[src/rtl/led_blink_mon.sv]
// LED waveform monitor: measures rise-to-rise period and high time of an
// asynchronous LED signal, flags a stuck LED, and hands results out over valid/ready.
`timescale 1ns/1ps

module led_blink_mon #(
    parameter int          CNT_W   = 32,
    parameter int unsigned TIMEOUT = 200000000
) (
    input  logic             clk100,
    input  logic             rst_n,
    input  logic             led_i,
    output logic [CNT_W-1:0] period_o,
    output logic [CNT_W-1:0] high_o,
    output logic             valid_o,
    input  logic             ready_i,
    output logic             stuck_o,
    output logic             overrun_o,
    output logic [1:0]       state_o
);

    typedef enum logic [1:0] {
        IDLE  = 2'd0,
        HIGH  = 2'd1,
        LOW   = 2'd2,
        STUCK = 2'd3
    } state_t;

    localparam logic [CNT_W-1:0] TO  = CNT_W'(TIMEOUT);
    localparam logic [CNT_W-1:0] ONE = CNT_W'(1);

    state_t           state;
    state_t           state_nxt;
    logic             sync1;
    logic             sync2;
    logic             hist;
    logic             rise;
    logic             fall;
    logic             load;
    logic             cap;
    logic             pub;
    logic [CNT_W-1:0] cnt;
    logic [CNT_W-1:0] high_q;

    always_ff @(posedge clk100 or negedge rst_n) begin
        if (!rst_n) begin
            sync1 <= 1'b0;
            sync2 <= 1'b0;
            hist  <= 1'b0;
        end else begin
            sync1 <= led_i;
            sync2 <= sync1;
            hist  <= sync2;
        end
    end

    assign rise = sync2 & ~hist;
    assign fall = ~sync2 & hist;

    always_ff @(posedge clk100 or negedge rst_n) begin
        if (!rst_n) state <= IDLE;
        else        state <= state_nxt;
    end

    // Edges take priority over the timeout in every state.
    always_comb begin
        state_nxt = state;
        load      = 1'b0;
        cap       = 1'b0;
        pub       = 1'b0;
        case (state)
            IDLE: begin
                if (rise) begin
                    state_nxt = HIGH;
                    load      = 1'b1;
                end else if (cnt == TO) begin
                    state_nxt = STUCK;
                end
            end
            HIGH: begin
                if (fall) begin
                    state_nxt = LOW;
                    cap       = 1'b1;
                end else if (cnt == TO) begin
                    state_nxt = STUCK;
                end
            end
            LOW: begin
                if (rise) begin
                    state_nxt = HIGH;
                    load      = 1'b1;
                    pub       = 1'b1;
                end else if (cnt == TO) begin
                    state_nxt = STUCK;
                end
            end
            STUCK: begin
                if (rise) begin
                    state_nxt = HIGH;
                    load      = 1'b1;
                end
            end
            default: state_nxt = IDLE;
        endcase
    end

    always_ff @(posedge clk100 or negedge rst_n) begin
        if (!rst_n) begin
            cnt    <= '0;
            high_q <= '0;
        end else begin
            if (load)           cnt <= ONE;
            else if (cnt != TO) cnt <= cnt + ONE;
            if (cap) high_q <= cnt;
        end
    end

    // Handshake: a result transfers on any cycle with valid_o & ready_i; the
    // held result stays stable until then, and a publish that finds it
    // unconsumed (ready_i low) is dropped with a one-cycle overrun_o pulse.
    always_ff @(posedge clk100 or negedge rst_n) begin
        if (!rst_n) begin
            period_o  <= '0;
            high_o    <= '0;
            valid_o   <= 1'b0;
            overrun_o <= 1'b0;
        end else begin
            overrun_o <= 1'b0;
            if (pub) begin
                if (!valid_o || ready_i) begin
                    period_o <= cnt;
                    high_o   <= high_q;
                    valid_o  <= 1'b1;
                end else begin
                    overrun_o <= 1'b1;
                end
            end else if (valid_o && ready_i) begin
                valid_o <= 1'b0;
            end
        end
    end

    assign stuck_o = (state == STUCK);
    assign state_o = state;

endmodule

[config.mk]
export PLATFORM = sky130hd
export DESIGN_NAME = led_blink_mon
export DESIGN_NICKNAME = d
export VERILOG_FILES = /design/src/rtl/led_blink_mon.sv
export SDC_FILE = /design/constraint.sdc
export NUM_CORES = 1
export LEC_CHECK = 0
export BUFFER_PORTS_ARGS = -buffer_cell sky130_fd_sc_hd__buf_2
export CAP_MARGIN = 20
export CORE_MARGIN = 5
export CORE_UTILIZATION = 49
export CTS_BUF_LIST = sky130_fd_sc_hd__clkbuf_4 sky130_fd_sc_hd__clkbuf_8 sky130_fd_sc_hd__clkbuf_16
export CTS_CLUSTER_DIAMETER = 40
export DETAILED_ROUTE_END_ITERATION = 12
export MAX_ROUTING_LAYER = met4
export PLACE_DENSITY = 0.69
export SYNTH_ARGS = -nofsm -noshare
export SYNTH_HDL_FRONTEND = slang
export SYNTH_SLANG_ARGS = --single-unit
[constraint.sdc]
create_clock -name clk100 -period 2.4 [get_ports clk100]
set_clock_uncertainty 0.15 [all_clocks]
set_input_delay 0.24 -clock clk100 [delete_from_list [all_inputs] [get_ports clk100]]
set_output_delay 0.24 -clock clk100 [all_outputs]
set_load 0.01 [all_outputs]
# ---- Yosys cells after proc, flatten, opt, wreduce, memory -nomap -nowiden
# Index checks and enable logic that the tools add are counted.
dict set report word_totals {
  mem_count 0
  wordCells 49
  ram_bits 0
  ff_bits 135
  inputBits 4
  mem_bits_ro 0
  latch_bits 0
  out_inout_bits 69
}
dict set report op_classes {
  shifts 0
  magnitude_cmp 0
  div_mod_pow 0
  bitwise 4
  muxes 17
  reduce_logical 10
  multipliers 0
  n_addsub 1
  n_eq_ne 7
}
# cell count
set ops {}
lappend ops {{two-way mux 32 bit} 2}
lappend ops {{adder 32 x 1 -> 32 bit, second input constant} 1}
lappend ops {{equality test 32 x 28 -> 1 bit, second input constant} 1}
lappend ops {{!= test 32 x 28 -> 1 bit, second input constant} 1}
lappend ops {{two-way mux 1 bit} 10}
lappend ops {{two-way mux 2 bit} 4}
lappend ops {{one-hot mux 2 bit (3 select lines)} 1}
lappend ops {{equality test 2 bit, second input constant} 2}
lappend ops {{!= test 2 x 1 -> 1 bit, second input constant} 2}
lappend ops {{AND reduction 2 bit} 2}
lappend ops {{nonzero test 2 bit} 2}
lappend ops {{OR reduction 3 bit} 1}
lappend ops {{AND 1 bit} 2}
lappend ops {{equality test 2 x 1 -> 1 bit, second input constant} 1}
lappend ops {{logical NOT 2 bit} 1}
lappend ops {{inverter 1 bit} 2}
lappend ops {{OR reduction 2 bit} 1}
lappend ops {{logical AND 1 bit} 1}
lappend ops {{logical NOT 1 bit} 1}
lappend ops {{logical OR 1 bit} 1}

# ---- Logic depth before layout (Yosys ltp)
dict set report logic_depth {
  word_depth 6
  depth_mapped 7
  mapped_depth_nobuf 6
}

# ---- Least setup slack after synthesis
# No wires, ideal clock.
dict set report synth_path {
  kind {register to register}
  start {register sync2}
  end {register high_o[10]}
  period_less_slack_ns 1.869
  stages_incl_launch_ff 7
  setup_ns 0.125
  t_arrival_ns 1.595
  required_time_ns 2.125
  n_path_buf 2
  setup_slack_ns 0.531
  path_cell_list {dfrtp_1 > nor2b_1 > nand3b_1 > nand2b_1 > clkbuf_1 > buf_2 > mux2_2}
}
dict set report synth_between {
  elab_chain_len 4
}
# item line_no
set synth_rtl {}
lappend synth_rtl {{start, declared} 34} ;# logic sync2;
lappend synth_rtl {{start signal, assigned} 51} ;# sync2 <= sync1;
lappend synth_rtl {{AND 1 bit} 56} ;# assign rise = sync2 & ~hist;
lappend synth_rtl {{two-way mux 1 bit} 88} ;# if (rise) begin
lappend synth_rtl {{two-way mux 1 bit} 70} ;# case (state)
lappend synth_rtl {{AND reduction 2 bit (no source line)} n/a}
lappend synth_rtl {{end signal, assigned} 131} ;# high_o <= high_q;
lappend synth_rtl {{end, declared} 13} ;# output logic [CNT_W-1:0] high_o,
# No other way between the ends.
# A chain may end at the register's enable or synchronous reset.

# ---- Final worst setup path
dict set report layout_path {
  start {register cnt[3]}
  end {register cnt[22]}
}
dict set report layout_between {
  elab_chain_len 3
  word_cells_on_any_way 5
  classes_between {1 x add/sub; 1 x eq/ne; 2 x mux; 1 x reduce/logical}
}
# item line_no
set layout_rtl {}
lappend layout_rtl {{start, declared} 41} ;# logic [CNT_W-1:0] cnt;
lappend layout_rtl {{start signal, assigned} 112} ;# else if (cnt != TO) cnt <= cnt + ONE;
lappend layout_rtl {{adder 32 x 1 -> 32 bit} 112}
lappend layout_rtl {{two-way mux 32 bit} 112}
lappend layout_rtl {{two-way mux 32 bit} 111} ;# if (load) cnt <= ONE;
# Several ways; a longest one is shown, not always the timed one. The select of a mux whose other input is x is not followed.

==> impl_metrics.env <==
export IMPL_status="finished clean"
export IMPL_io_buffers=72
export IMPL_cts_resized=0
export IMPL_drtIter0Drc=242
export IMPL_globalRouteTotalUtil_pct=18.2
export IMPL_cts_sinks=135
export IMPL_drc_errors=0
export IMPL_clockBufferDepth=2
export IMPL_yosys_warnings=0
export IMPL_area_delta_synth_final_pct=20.5
export IMPL_synth_compound_area_share_pct=4.30
export IMPL_ir_drop_v=0.000557
export IMPL_via_count=3632
export IMPL_grt_setup_unrepaired="false"
export IMPL_yosys_area_share_adder_pct=0.443
export IMPL_core_area_mm2=0.0114
export IMPL_cts_tree="yes"
export IMPL_drt_first_pass_iters=4
export IMPL_grt_antenna_before_repair=0
export IMPL_grt_pass1_wl_um=19700
export IMPL_synth_top_family_by_area="multiplexers"
export IMPL_avgSynthCellArea_um2=13.3
export IMPL_crit_path_end_kind="flip-flop"
export IMPL_synth_seq_cells=135
export IMPL_clock_fmax_mhz=465
export IMPL_fin_tns_setup_ps=0
export IMPL_slew_viol_final=0
export IMPL_dpl_hpwl_um=7650
export IMPL_layout_common_cells="135 x dfrtp_1, 96 x mux2_2, 71 x buf_2"
export IMPL_cts_reportedPaths_clkPinSlew_ps=60
export IMPL_syn_area_mm2=0.00565
export IMPL_worst_pin_slew_ps=470
export IMPL_finalCritPeriodShare_pct=89.6
export IMPL_yosys_area_share_xor_xnor_pct=1.71
export IMPL_hp_class="in2async"
export IMPL_final_common_cell="dfrtp_1"
export IMPL_cp_required_ps=2590
export IMPL_die_w_um=117
export IMPL_whs_ps=157
export IMPL_ant_nets=0
export IMPL_synth_edff_count=0
export IMPL_layout_nets=513
export IMPL_grt_pass1_vias=3845
export IMPL_overflow=0
export IMPL_n_antenna_cell=0
export IMPL_synth_distinct_cells=37
export IMPL_drive_gt1_share_pct=41.9
export IMPL_cts_inserted_buffers=17
export IMPL_maxCapViolations=0
export IMPL_cts_root_buffer="clkbuf_16"
export IMPL_floorplan_initialDensity_pct=49.7
export IMPL_detail_route_wl_per_cell_um=17.1
export IMPL_syn_inst=426
export IMPL_slew_headroom_pct=68.2
export IMPL_cts_setup_buffers=0
export IMPL_die_area_mm2=0.0138
export IMPL_critPathMaxFanout=10
export IMPL_p_leak_uw=0.00345
export IMPL_grt_max_degree=48
export IMPL_p_per_area_mw_per_mm2=873
export IMPL_fin_util_pct=59.8
export IMPL_final_hold_viol_count=0
export IMPL_globalplace_congestion=0.813
export IMPL_crit_arrival_ps=2340
export IMPL_synthSimpleGateAreaFrac_pct=11.8
export IMPL_clock_latency_ps=420
export IMPL_h_tree_depth=4
export IMPL_cts_hold_buffers=3
export IMPL_synth_mux_area_share_pct=19.3
export IMPL_setup_viol=0
export IMPL_synth_flop_cell="dfrtp_1"
export IMPL_crit_type="reg2reg"
export IMPL_async_flop_share_pct=100
export IMPL_vias_per_cell=5.48
export IMPL_worstSetupStartpointType="flip-flop"
export IMPL_syn_nets=432
export IMPL_wl_um=11300
export IMPL_yosysSeqAreaShare_pct=59.8
export IMPL_io_pins=73
export IMPL_final_min_clock_period_ps=2150
export IMPL_rows=39
export IMPL_die_y_um=117
## state kept, by name (all words and copies together) (netlist names)
signal,cells
cnt,32
high_o,32
high_q,32
period_o,32
state_o,2
hist,1
overrun_o,1
sync1,1
sync2,1
valid_o,1
## logic make-up after synthesis
| family | count (synthesis) |
|---|---|
| DFF | 135 |
| and+or+nand+nor | 109 |
| muxes | 97 |
| AOI/OAI and AO/OA | 42 |
| buffers and inverters | 30 |
| xor gates and xnor gates | 11 |
| adders and majority gates | 2 |
## power breakdown
group | leakage, uW | switching, uW | internal (uW)
clock | 0.000273 | 960 | 1570
combinational | 0.00132 | 446 | 356
sequential | 0.00185 | 144 | 2460
total | 0.00345 | 1550 | 4380
## Yosys cell counts (5+ instances only)
master	number	area, um^2
mux2_2	96	1080
o31ai_1	11	82.6
or4_1	10	75.1
a21oi_1	21	105
nand4_1	11	68.8
buf_2	18	90.1
nor2_1	16	60.1
o21ai_0	8	40.0
and3_1	5	31.3
or3_1	7	43.8
nand2_1	16	60.1
xor2_1	9	78.8
and4_1	7	61.3
inv_1	5	18.8
nand3_1	12	60.1
dfrtp_1	135	3380
## path summary, 6_finish.rpt
check / start / endpoint / slack (ps) / cells after the start
worst min-delay path: rst_n / high_o[23]$_DFFE_PN0P_ / 160 / 2
max in group asynchronous: rst_n / period_o[22]$_DFFE_PN0P_ / 1230 / 3
worst min register to register: sync1$_DFF_PN0_ / sync2$_DFF_PN0_ / 200 / 0
worst max-delay path: cnt[3]$_DFFE_PN0P_ / cnt[22]$_DFFE_PN0P_ / 250 / 4
min in group clk100: sync1$_DFF_PN0_ / sync2$_DFF_PN0_ / 200 / 0
worst max register to register: cnt[3]$_DFFE_PN0P_ / cnt[22]$_DFFE_PN0P_ / 250 / 4
## per-layer routing
| layer | wire length [um] | track usage, % |
|---|---|---|
| met3 | 425 | 4.86 |
| met5 | 0 | - |
| met1 | 5040 | 22.7 |
| met4 | 301 | 8.05 |
| met2 | 5580 | 28.0 |
## final cells by class
cell class                      count  area (um^2)
Clock buffer                       19          453
Clock inverter                     13          130
Fill cell                         900         4570
Inverter                            5         18.8
Multi-Input combinational cell    261         2130
Sequential cell                   135         3380
Tap cell                          143          179
Timing Repair Buffer               87          512
## per-stage QoR
| step | power, uW | instance area [um^2] | std cells | setup WS [ps] |
|---|---|---|---|---|
| 6_report | 5930 | 6800 | 663 | 249 |
| 4_1_cts | 6000 | 6800 | 663 | 251 |
| 5_1_grt | 6200 | 6800 | 663 | 65.5 |
| 3_5_place_dp | 3450 | 6190 | 628 | 280 |
| 3_3_place_gp | 3410 | 6190 | 628 | 382 |
| 2_1_floorplan | 3120 | 5650 | 426 | 531 |
## worst max-delay path, stage by stage, from the launching register on
cell     delay, ps
dfrtp_1        480
and4_1         490
nand4_4        230
or4_1          540
a21oi_1        170
Note: power is estimated with default switching activity, not from simulation.
